`config.mk`:
```
export PLATFORM = sky130hd
export DESIGN_NAME = regfile_wb_arbiter_flat
export DESIGN_NICKNAME = d
export VERILOG_FILES = /design/src/rtl/regfile_wb_arbiter_if.sv /design/src/rtl/regfile_wb_arbiter.sv /design/src/flat_wrapper.sv
export SDC_FILE = /design/constraint.sdc
export NUM_CORES = 1
export LEC_CHECK = 0
export ABC_AREA = 1
export CAP_MARGIN = 20
export CORE_AREA = 5 5 108 110
export CTS_BUF_LIST = sky130_fd_sc_hd__clkbuf_4 sky130_fd_sc_hd__clkbuf_8 sky130_fd_sc_hd__clkbuf_16
export DETAILED_ROUTE_END_ITERATION = 8
export DIE_AREA = 0 0 113 115
export PLACE_DENSITY = 0.77
export SYNTH_ARGS = -nofsm -noshare
export SYNTH_HDL_FRONTEND = slang
export SYNTH_SLANG_ARGS = --single-unit
export TNS_END_PERCENT = 50
```
`constraint.sdc`:
```
create_clock -name clock -period 7 [get_ports clock]
set_clock_uncertainty 0.2 [all_clocks]
set_input_delay 1.4 -clock clock [delete_from_list [all_inputs] [get_ports clock]]
set_output_delay 1.4 -clock clock [all_outputs]
set_load 0.005 [all_outputs]
```
`src/rtl/regfile_wb_arbiter_if.sv`:
```
`timescale 1ns/1ps
`default_nettype none
// ============================================================================
//  Module   : regfile_wb_arbiter_if
//  Brief    : Writeback request, decode lookup and register-file write bundle.
//  Revision : 1.0
// ============================================================================
interface regfile_wb_arbiter_if #(
  parameter int NREQ = 3,
  parameter int XLEN = 32
) ();

  logic [NREQ-1:0]      req_valid;
  logic [NREQ*5-1:0]    req_rd;
  logic [NREQ*XLEN-1:0] req_data;
  logic [NREQ-1:0]      req_ready;

  logic                 iss_valid;
  logic [4:0]           iss_rd;
  logic [4:0]           rs0;
  logic [4:0]           rs1;
  logic                 hazard0;
  logic                 hazard1;
  logic                 hazard_rd;
  logic                 flush;

  logic                 rf_en;
  logic [4:0]           rf_selin;
  logic [XLEN-1:0]      rf_D;

  modport slave (
    input  req_valid, req_rd, req_data, iss_valid, iss_rd, rs0, rs1, flush,
    output req_ready, hazard0, hazard1, hazard_rd, rf_en, rf_selin, rf_D
  );

  modport master (
    output req_valid, req_rd, req_data, iss_valid, iss_rd, rs0, rs1, flush,
    input  req_ready, hazard0, hazard1, hazard_rd, rf_en, rf_selin, rf_D
  );

endinterface
`default_nettype wire

```
`src/rtl/regfile_wb_arbiter.sv`:
```
`timescale 1ns/1ps
`default_nettype none
// ============================================================================
//  Module   : regfile_wb_arbiter
//  Brief    : Round-robin share of the register-file write port plus a busy
//             scoreboard for RAW/WAW hazard lookups at decode.
//  Revision : 1.0
// ============================================================================
module regfile_wb_arbiter #(
  parameter int NREQ = 3,
  parameter int XLEN = 32
) (
  input wire clock,
  input wire resetn,
  regfile_wb_arbiter_if.slave bus
);

  localparam int            c_PW   = (NREQ > 1) ? $clog2(NREQ) : 1;
  localparam logic [c_PW:0] c_NREQ = (c_PW+1)'(NREQ);
  localparam logic [c_PW:0] c_ONE  = (c_PW+1)'(1);

  // Reduce a value in [0, 2*NREQ) to a requester index.
  function automatic logic [c_PW-1:0] f_wrap(input logic [c_PW:0] a);
    logic [c_PW:0] t;
    t = (a >= c_NREQ) ? (a - c_NREQ) : a;
    return t[c_PW-1:0];
  endfunction

  logic [c_PW-1:0] r_ptr;
  logic            r_rf_en;
  logic [4:0]      r_rf_selin;
  logic [XLEN-1:0] r_rf_d;
  logic [31:0]     r_busy;

  logic [NREQ-1:0] w_grant;
  logic [c_PW-1:0] w_gidx;
  logic [c_PW-1:0] w_cand;
  logic            w_xfer;
  logic [4:0]      w_sel_rd;
  logic [XLEN-1:0] w_sel_data;
  logic [c_PW-1:0] w_ptr_nxt;
  logic [31:0]     w_busy_nxt;

  always_comb begin
    w_grant = '0;
    w_gidx  = '0;
    w_cand  = '0;
    w_xfer  = 1'b0;
    for (int k = 0; k < NREQ; k++) begin
      w_cand = f_wrap({1'b0, r_ptr} + (c_PW+1)'(k));
      if (!w_xfer && bus.req_valid[w_cand]) begin
        w_xfer = 1'b1;
        w_gidx = w_cand;
      end
    end
    if (w_xfer) begin
      w_grant[w_gidx] = 1'b1;
    end
  end

  always_comb begin
    w_sel_rd   = '0;
    w_sel_data = '0;
    for (int i = 0; i < NREQ; i++) begin
      if (w_grant[i]) begin
        w_sel_rd   = bus.req_rd[i*5 +: 5];
        w_sel_data = bus.req_data[i*XLEN +: XLEN];
      end
    end
  end

  assign w_ptr_nxt = f_wrap({1'b0, w_gidx} + c_ONE);

  // Set beats clear so a re-issue racing its own writeback stays busy; flush beats both.
  always_comb begin
    w_busy_nxt = r_busy;
    if (r_rf_en) begin
      w_busy_nxt[r_rf_selin] = 1'b0;
    end
    if (bus.iss_valid && (bus.iss_rd != 5'd0)) begin
      w_busy_nxt[bus.iss_rd] = 1'b1;
    end
    if (bus.flush) begin
      w_busy_nxt = '0;
    end
    w_busy_nxt[0] = 1'b0;
  end

  always_ff @(posedge clock or negedge resetn) begin
    if (!resetn) begin
      r_ptr      <= '0;
      r_rf_en    <= 1'b0;
      r_rf_selin <= '0;
      r_rf_d     <= '0;
      r_busy     <= '0;
    end else begin
      r_busy <= w_busy_nxt;
      if (w_xfer) begin
        r_ptr      <= w_ptr_nxt;
        r_rf_en    <= (w_sel_rd != 5'd0);
        r_rf_selin <= w_sel_rd;
        r_rf_d     <= w_sel_data;
      end else begin
        r_rf_en    <= 1'b0;
      end
    end
  end

  assign bus.req_ready = w_grant;
  assign bus.rf_en     = r_rf_en;
  assign bus.rf_selin  = r_rf_selin;
  assign bus.rf_D      = r_rf_d;

  assign bus.hazard0   = (bus.rs0    != 5'd0) & r_busy[bus.rs0];
  assign bus.hazard1   = (bus.rs1    != 5'd0) & r_busy[bus.rs1];
  assign bus.hazard_rd = (bus.iss_rd != 5'd0) & r_busy[bus.iss_rd];

endmodule
`default_nettype wire
```
`src/flat_wrapper.sv`:
```
// flat-port wrapper written by rule: the top's interface ports become plain ports
module regfile_wb_arbiter_flat 
#(
  parameter int NREQ = 3,
  parameter int XLEN = 32
)
  (clock, resetn, bus_req_valid, bus_req_rd, bus_req_data, bus_iss_valid, bus_iss_rd, bus_rs0, bus_rs1, bus_flush, bus_req_ready, bus_hazard0, bus_hazard1, bus_hazard_rd, bus_rf_en, bus_rf_selin, bus_rf_D);
  regfile_wb_arbiter_if #(.NREQ(NREQ), .XLEN(XLEN)) bus_i ();
  input wire clock;
  input wire resetn;
  input wire logic [$bits(bus_i.req_valid)-1:0] bus_req_valid;
  input wire logic [$bits(bus_i.req_rd)-1:0] bus_req_rd;
  input wire logic [$bits(bus_i.req_data)-1:0] bus_req_data;
  input wire logic [$bits(bus_i.iss_valid)-1:0] bus_iss_valid;
  input wire logic [$bits(bus_i.iss_rd)-1:0] bus_iss_rd;
  input wire logic [$bits(bus_i.rs0)-1:0] bus_rs0;
  input wire logic [$bits(bus_i.rs1)-1:0] bus_rs1;
  input wire logic [$bits(bus_i.flush)-1:0] bus_flush;
  output wire logic [$bits(bus_i.req_ready)-1:0] bus_req_ready;
  output wire logic [$bits(bus_i.hazard0)-1:0] bus_hazard0;
  output wire logic [$bits(bus_i.hazard1)-1:0] bus_hazard1;
  output wire logic [$bits(bus_i.hazard_rd)-1:0] bus_hazard_rd;
  output wire logic [$bits(bus_i.rf_en)-1:0] bus_rf_en;
  output wire logic [$bits(bus_i.rf_selin)-1:0] bus_rf_selin;
  output wire logic [$bits(bus_i.rf_D)-1:0] bus_rf_D;
  assign bus_i.req_valid = bus_req_valid;
  assign bus_i.req_rd = bus_req_rd;
  assign bus_i.req_data = bus_req_data;
  assign bus_i.iss_valid = bus_iss_valid;
  assign bus_i.iss_rd = bus_iss_rd;
  assign bus_i.rs0 = bus_rs0;
  assign bus_i.rs1 = bus_rs1;
  assign bus_i.flush = bus_flush;
  assign bus_req_ready = bus_i.req_ready;
  assign bus_hazard0 = bus_i.hazard0;
  assign bus_hazard1 = bus_i.hazard1;
  assign bus_hazard_rd = bus_i.hazard_rd;
  assign bus_rf_en = bus_i.rf_en;
  assign bus_rf_selin = bus_i.rf_selin;
  assign bus_rf_D = bus_i.rf_D;
  regfile_wb_arbiter #(.NREQ(NREQ), .XLEN(XLEN)) u_core (.clock(clock), .resetn(resetn), .bus(bus_i));
endmodule
```
==> results of run 1 <==
[area by class of cell]
cell class	count	area (um^2)
clock inverters	5	57.6
clock buffers	11	145
repair buffers	179	1790
inverters	62	233
multi-input cells	522	2520
flip-flops and latches	71	1780
fillers	913	3910
well taps	140	175
[cells in the final DEF (no fill, tap or decap), types with 8 or more instances in the layout]
cell             count
a31oi_1              8
o22ai_1             13
dfrtp_1             71
a21oi_1             47
ha_1                 8
o211ai_1            10
nand3_1             59
o21ai_1             35
nor2_1              17
clkbuf_8            10
nand2_1            222
inv_1               50
nor3_1               9
o21ai_0             63
inv_2                9
o221ai_1            11
clkdlybuf4s50_1    175
[worst paths after layout]
| check | start | to | slack, ns |
|---|---|---|---|
| setup / recovery | bus_req_valid[2] | bus_req_ready[1] | 1.10 |
| hold / removal | u_core.bus.rf_D[7] | u_core.bus.rf_D[7] | 0.30 |
| setup reg to reg | u_core.r_ptr[0] | u_core.bus.rf_en | 3.02 |
| hold reg to reg | u_core.bus.rf_D[7] | u_core.bus.rf_D[7] | 0.30 |
| max in group asynchronous | resetn | u_core.r_busy[18] | 4.97 |
| min in group asynchronous | resetn | u_core.r_busy[31] | 1.03 |
[state kept, by name, indices dropped and copies added (netlist names)]
name / flops
u_core.bus.rf_selin: 5
u_core.bus.rf_D: 32
u_core.bus.rf_en: 1
u_core.r_ptr: 2
u_core.r_busy: 31
[power by group]
group / leakage, nW / switching (mW) / internal [mW] / total (mW)
Sequential: 0.930 / 0.0794 / 0.558 / 0.638
Combinational: 1.79 / 1.24 / 0.776 / 2.01
Clock: 0.107 / 0.157 / 0.178 / 0.336
Total: 2.82 / 1.47 / 1.51 / 2.99
[critical path, delay by kind of cell]
kind	cells	cell delay (ns)
and+or+nand+nor	3	0.31
AOI/OAI and AO/OA	4	0.60
adders and majority gates	1	0.32
buffers and inverters	5	1.68
[logic make-up (layout without fill, tap and decap cells)]
logic type,count (synthesis),after routing,share of synthesized area
simple gates,320,320,0.286
compound gates,194,194,0.232
buf+inv,88,257,0.0796
flops,71,71,0.381
fa+ha+maj,8,8,0.0214
[through the flow]
stage          hold slack, ns  std cells  utilization  setup WS, ns
3_3_place_gp            0.280        973        0.611          1.28
2_1_floorplan           0.289        681            -          2.60
6_report                0.299        990        0.631          1.10
4_1_cts                 0.302        989        0.630          1.13
5_1_grt                 0.321        990        0.631         0.891
3_5_place_dp            0.283        973        0.611          1.14
[layer usage]
layer / track usage / routed length, um / vias to the layer above
li1: - / - / 2633
met1: 0.294 / 6420 / 2493
met2: 0.455 / 8410 / 250
met3: 0.0789 / 1420 / 39
met4: 0.0946 / 455 / 0
met5: 0 / 0 / -
==> results.json, run 1 <==
{
  "outcome": "complete, no violations",
  "p_leak_nw": 2.82,
  "initial_core_util": 0.440,
  "htreeDepth": 3,
  "drtIter0Drc": 382,
  "post_drt_wl_per_cell_um": 16.9,
  "ys_warn_count": 0,
  "grt_pass1_vias": 5543,
  "power_mw": 2.99,
  "min_period_over_period": 0.843,
  "yosysMostFrequentCell": "nand2_1",
  "avgSynthCellArea_um2": 6.85,
  "placed_cell_area_mm2": 0.00647,
  "clk_path_buf_depth": 2,
  "post_cts_buffers": 0,
  "reg2regPathDepth": 18,
  "drv_slew": 0,
  "rsz0062_at_grt": "false",
  "cts_buffers": 9,
  "die_y_um": 115,
  "gp_congestion": 0.898,
  "start_kind": "input port",
  "cp.arrival_ns": 4.30,
  "critical-path-slowest-cell": "clkdlybuf4s50_1",
  "tightestPinTransition_ns": 0.930,
  "post_cts_resized": 0,
  "ios": 177,
  "endpoint_kind": "primary output",
  "seq_area_frac_synth": 0.381,
  "antenna_cells": 0,
  "critPathMaxStageDelay_ns": 0.61,
  "maxCapViolCount": 0,
  "cts_tree": "built",
  "drc": 0,
  "syn_to_final_growth_pct": 43.4,
  "antenna_found_initial": 0,
  "drt-total-wl_um": 16700,
  "ys_dominant_reg_cell": "dfrtp_1",
  "worstPathCellList": "clkdlybuf4s50_1, inv_2, o21ai_1, nand2_2, a21oi_1, nand2_1, o211ai_1, o21ai_0, inv_1, ha_1, nand2_1, inv_2, clkdlybuf4s50_1",
  "clock-sinks": 71,
  "grt_max_degree": 72,
  "hold_buffers": 0,
  "critPathMaxFanout": 33,
  "ir_drop_uv": 413,
  "die_w_um": 113,
  "yosys-top-cells-count": "nand2_1, dfrtp_1, o21ai_0",
  "setup_violations": 0,
  "port-buffer-count": 176,
  "async_flop_share": 1.00,
  "grt_first_pass_wirelength_um": 27000,
  "synth_area_mm2": 0.00467,
  "path_clk_slew_ns": 0.07,
  "crit_required_ns": 5.40,
  "vias_per_cell": 5.47,
  "synth-seq-cells": 71,
  "cts-root-buf": "clkbuf_8",
  "min_path_cells": 2,
  "synth_top_area_share": 0.381,
  "power_density_mw_per_mm2": 446,
  "vias": 5415,
  "synth.area.top_cells": "dfrtp_1, nand2_1, o21ai_0, nand3_1, a21oi_1",
  "setup_tns_ns": 0,
  "syn_nets": 822,
  "relSlewSlack": 0.376,
  "hp-class": "reg2reg",
  "synth-edff-count": 0,
  "layout-drive-gt1-share": 0.0412,
  "synth_cells": 681,
  "core_area_mm2": 0.0106,
  "grt_util_all_layers": 0.257,
  "clk_latency_ns": 0.35,
  "detail-route-antenna-nets": 0,
  "dr.pass1.iters": 6,
  "critPathKind": "in2out",
  "hpwlAfterDp_um": 13200,
  "yosysUniqueCellTypes": 32,
  "die_area_mm2": 0.0130,
  "num_rows": 38,
  "stdcell_area_mm2": 0.00669,
  "grt_overflow": 0,
  "max_freq_ghz": 0.169,
  "layout.nets": 986,
  "period_needed_ns": 5.90,
  "hold_violations": 0,
  "synth_area_leader_cell": "dfrtp_1"
}
(Power assumes the default switching activity.)
==> inputs of run 2 (changes only) <==
Settings changed: CORE_AREA 5 5 108 110 to 5 5 113 115, DIE_AREA 0 0 113 115 to 0 0 118 120, PLACE_DENSITY 0.77 to 0.73.
Clock period 7 ns to 4.9 ns, I/O delays scaled along.
==> run 2 against run 1 <==
Against the previous run: critical path depth stayed put; sequential power is 45% higher; total power is 51% higher; first-iteration DRC count is 1.3% higher; sequential share of layout area is 0.75 points lower; register-to-register slack worse by 1.5 ns; cell count is 1.9% higher; critical endpoint unchanged; highest routed layer unchanged.
==> results.json, run 2 (synthesis gave the netlist of run 1 again) <==
{
  "post_drt_wl_per_cell_um": 17.1,
  "num_rows": 40,
  "post_cts_buffers": 0,
  "cts_tree": "built",
  "hold_violations": 0,
  "die_w_um": 118,
  "largest_reg_flops": 32,
  "min_period_over_period": 0.911,
  "drc": 0,
  "hp-class": "reg2reg",
  "max_freq_ghz": 0.224,
  "die_y_um": 120,
  "antenna_found_initial": 0,
  "initial_core_util": 0.399,
  "drt-total-wl_um": 17300,
  "hold_buffers": 0,
  "final_cell_mix": "nand2_1, clkdlybuf4s50_1, dfrtp_1",
  "grt_util_all_layers": 0.237,
  "grt_first_pass_wirelength_um": 27500,
  "clk_latency_ns": 0.32,
  "cts-root-buf": "clkbuf_16",
  "setup_violations": 0,
  "core_area_mm2": 0.0117,
  "maxCapViolCount": 0,
  "utilization": 0.588,
  "grt_pass1_vias": 5444,
  "cp.arrival_ns": 3.28,
  "dpl.cell_count": 994,
  "start_kind": "input port",
  "hpwlAfterDp_um": 13800,
  "stdcell_area_mm2": 0.00689,
  "layout.nets": 1000,
  "endpoint_kind": "primary output",
  "power_density_mw_per_mm2": 653,
  "crit_required_ns": 3.72,
  "place_ws_ns": 0.490,
  "outcome": "complete, no violations",
  "relSlewSlack": 0.462,
  "antenna_cells": 0,
  "layout-drive-gt1-share": 0.0545,
  "setup_tns_ns": 0,
  "port-buffer-count": 176,
  "dr.pass1.iters": 5,
  "clock-sinks": 71,
  "gp_congestion": 1.01,
  "rsz0062_at_grt": "false",
  "placed_cell_area_mm2": 0.00659,
  "detail-route-antenna-nets": 0,
  "post_cts_resized": 0,
  "drv_slew": 0,
  "grt_overflow": 0,
  "setup_slack_ns": 0.436,
  "syn_to_final_growth_pct": 47.6,
  "critPathMaxFanout": 3,
  "tightestPinTransition_ns": 0.807,
  "drtIter0Drc": 387,
  "path_clk_slew_ns": 0.05,
  "cts_buffers": 9,
  "ios": 177,
  "vias": 5488,
  "hold_slack_ns": 0.291,
  "mostFrequentLayoutCell": "nand2_1",
  "final-instance-count-excl-fill": 1009,
  "power_mw": 4.50,
  "htreeDepth": 3,
  "period_needed_ns": 4.46,
  "ir_drop_uv": 677,
  "p_leak_nw": 2.92,
  "critPathKind": "in2out",
  "die_area_mm2": 0.0142,
  "clk_path_buf_depth": 2,
  "vias_per_cell": 5.44,
  "grt_max_degree": 38
}
run 2: cell type report:
cell class | instances | area [um^2]
timing repair buffer | 193 | 1900
sequential | 71 | 1780
tap | 147 | 184
clock inverter | 3 | 20.0
clock buffer | 11 | 253
multi-input combinational | 522 | 2520
inverter | 62 | 233
fill | 1094 | 4820
run 2: worst max-delay path: stages:
cell             delay [ns]
clkdlybuf4s50_1        0.51
nand2_1                0.08
nand3_1                0.10
nand2_2                0.09
a21oi_1                0.22
nand2_1                0.08
o211ai_1               0.09
o21ai_0                0.18
inv_1                  0.13
ha_1                   0.18
nand2_1                0.07
inv_2                  0.07
clkdlybuf4s50_1        0.51
run 2: metal layers:
metal | up-vias | track usage | share of wire
met5 | - | 0 | 0
met4 | 0 | 0.0875 | 0.030
met3 | 44 | 0.0598 | 0.087
met2 | 295 | 0.410 | 0.50
met1 | 2477 | 0.286 | 0.39
li1 | 2672 | - | -
run 2: power by group:
part,internal (mW),leakage [nW],total [mW],switching [mW]
clock,0.363,0.129,0.589,0.226
combinational,1.18,1.86,2.99,1.81
sequential,0.799,0.930,0.923,0.123
run 2: worst paths after layout:
check / from / endpoint / slack [ns] / cells after the start
setup / recovery: bus_req_valid[1] / bus_req_ready[1] / 0.44 / 13
setup reg to reg: u_core.r_ptr[0] / u_core.bus.rf_en / 1.52 / 22
max in group asynchronous: resetn / u_core.bus.rf_D[6] / 2.99 / 2
hold / removal: u_core.bus.rf_D[0] / u_core.bus.rf_D[0] / 0.29 / 2
min in group asynchronous: resetn / u_core.r_busy[7] / 0.54 / 1
hold reg to reg: u_core.bus.rf_D[0] / u_core.bus.rf_D[0] / 0.29 / 2
==> inputs of run 3 (changes only) <==
Settings changed: CTS_CLUSTER_SIZE from default to 14, SKIP_CTS_REPAIR_TIMING from default to 1.
==> results of run 3 <==
Same layout as run 2: the final DEF is identical, and so are final timing and power.
==> patch: new RTL, flow settings as in run 3 <==
`NREQ` is set to 3 in 3 places; all go to 2.
--- a/src/rtl/regfile_wb_arbiter_if.sv
+++ b/src/rtl/regfile_wb_arbiter_if.sv
@@ -8,3 +8,3 @@
 interface regfile_wb_arbiter_if #(
-  parameter int NREQ = 3,
+  parameter int NREQ = 2,
   parameter int XLEN = 32
--- a/src/rtl/regfile_wb_arbiter.sv
+++ b/src/rtl/regfile_wb_arbiter.sv
@@ -9,3 +9,3 @@
 module regfile_wb_arbiter #(
-  parameter int NREQ = 3,
+  parameter int NREQ = 2,
   parameter int XLEN = 32
--- a/src/flat_wrapper.sv
+++ b/src/flat_wrapper.sv
@@ -3,3 +3,3 @@
 #(
-  parameter int NREQ = 3,
+  parameter int NREQ = 2,
   parameter int XLEN = 32
Interface: changed (resized bus_req_data, bus_req_rd, bus_req_ready and bus_req_valid); port bits go from 177 to 138. No check against the original RTL was run, so the function may have changed too.
==> patch against run 3 <==
Final area fell by 13%. Register-to-register slack improved by 1.6 ns. Critical endpoint is now bus_hazard_rd. Utilization fell by 7.7 points. Final cell count fell by 9.7%. Routed wire length fell by 19%. Setup slack improved by 0.33 ns. Sequential cell count fell by 1. Largest cell class unchanged. Synthesized area fell by 10%. Count of clock-buffer cells in the layout fell by 2.
Power is not compared: it rests on default switching activity, and its combinational part moved more than twofold at a synthesized area within 25%.
==> patch: results (changes against run 3) <==
status: finished clean (unchanged)
Compound-Gate Fraction of Synth Area: 0.149 (was 0.232)
Port Buf Inserts: 137 (was 176)
M1 WL: 5440 um (was 6680 um)
total number of vias: 4607 (was 5488)
Inst Count DP: 894 (was 994)
Endpoint, Worst Hold: u_core.bus.rf_D[1]$_DFFE_PN0N_ (was u_core.bus.rf_D[0]$_DFFE_PN0P_)
Nets: 854 (was 1000)
Setup crit start: bus_iss_rd[4] (was bus_req_valid[1])
Crit path arrival time: 2.95 ns (was 3.28 ns)
routed length on met3: 1910 um (was 1510 um)
routing usage on met2: 0.323 (was 0.410)
slew at the pin with the worst max-slew slack: 0.765 ns (was 0.807 ns)
number of DRC markers in iteration 0: 331 (was 387)
final WL: 14000 um (was 17300 um)
number of distinct library cells after synthesis: 22 (was 32)
ranking of synthesized cells by area: dfrtp_1 (42%), nand2_1 (22%), nand3_1 (6.3%), nor2_1 (5.0%), a21oi_1 (4.8%) (was dfrtp_1 (38%), nand2_1 (18%), o21ai_0 (6.8%), nand3_1 (6.3%), a21oi_1 (5.0%))
first-pass GRT wire length: 22800 um (was 27500 um)
adder-cell share of the synthesized area: 0 (was 0.0214)
Post-synth top cells: nand2_1 (240), dfrtp_1 (70), nor2_1 (56), nand3_1 (53), inv_1 (52) (was nand2_1 (222), dfrtp_1 (71), o21ai_0 (63), nand3_1 (59), inv_1 (50))
vias in the first global route: 4536 (was 5444)
Seq/Total Area, Yosys: 0.418 (was 0.381)
met3 usage in global routing: 0.0928 (was 0.0598)
pre-CTS setup slack: 0.800 ns (was 0.490 ns)
Layout fillers: 1154 (was 1094)
## patch: cell count changes after synthesis, sizes merged, moves of 8 or more
cell and change:
a31oi +24, ha -8, nand2 +16, nor2 +40
o21ai -63, o221ai -11, o22ai -13
## patch: final cells by class
cell class / count / area share
flip-flops and latches: 70 / 0.293
repair buffers: 147 / 0.241
clock buffers: 9 / 0.0376
inverters: 56 / 0.0351
multi-input cells: 475 / 0.349
well taps: 147 / 0.0307
clock inverters: 7 / 0.0136
## patch: power groups by stage
stage	Combinational, W	Clock, W	Sequential, W
floorplan	0.000146	0	0.000658
global placement	0.000366	0	0.000659
detailed placement	0.000366	0	0.000661
CTS	0.000368	0.000673	0.000651
global route	0.000404	0.000700	0.000656
finish	0.000365	0.000659	0.000650
## patch: worst max-delay path, cell delays in order
cell and delay, ns:
clkdlybuf4s50_1 0.58, inv_1 0.13, nor3_1 0.46, nand2_1 0.11
nand2_1 0.08, nor2_1 0.04, nand2_1 0.07, clkdlybuf4s50_1 0.51
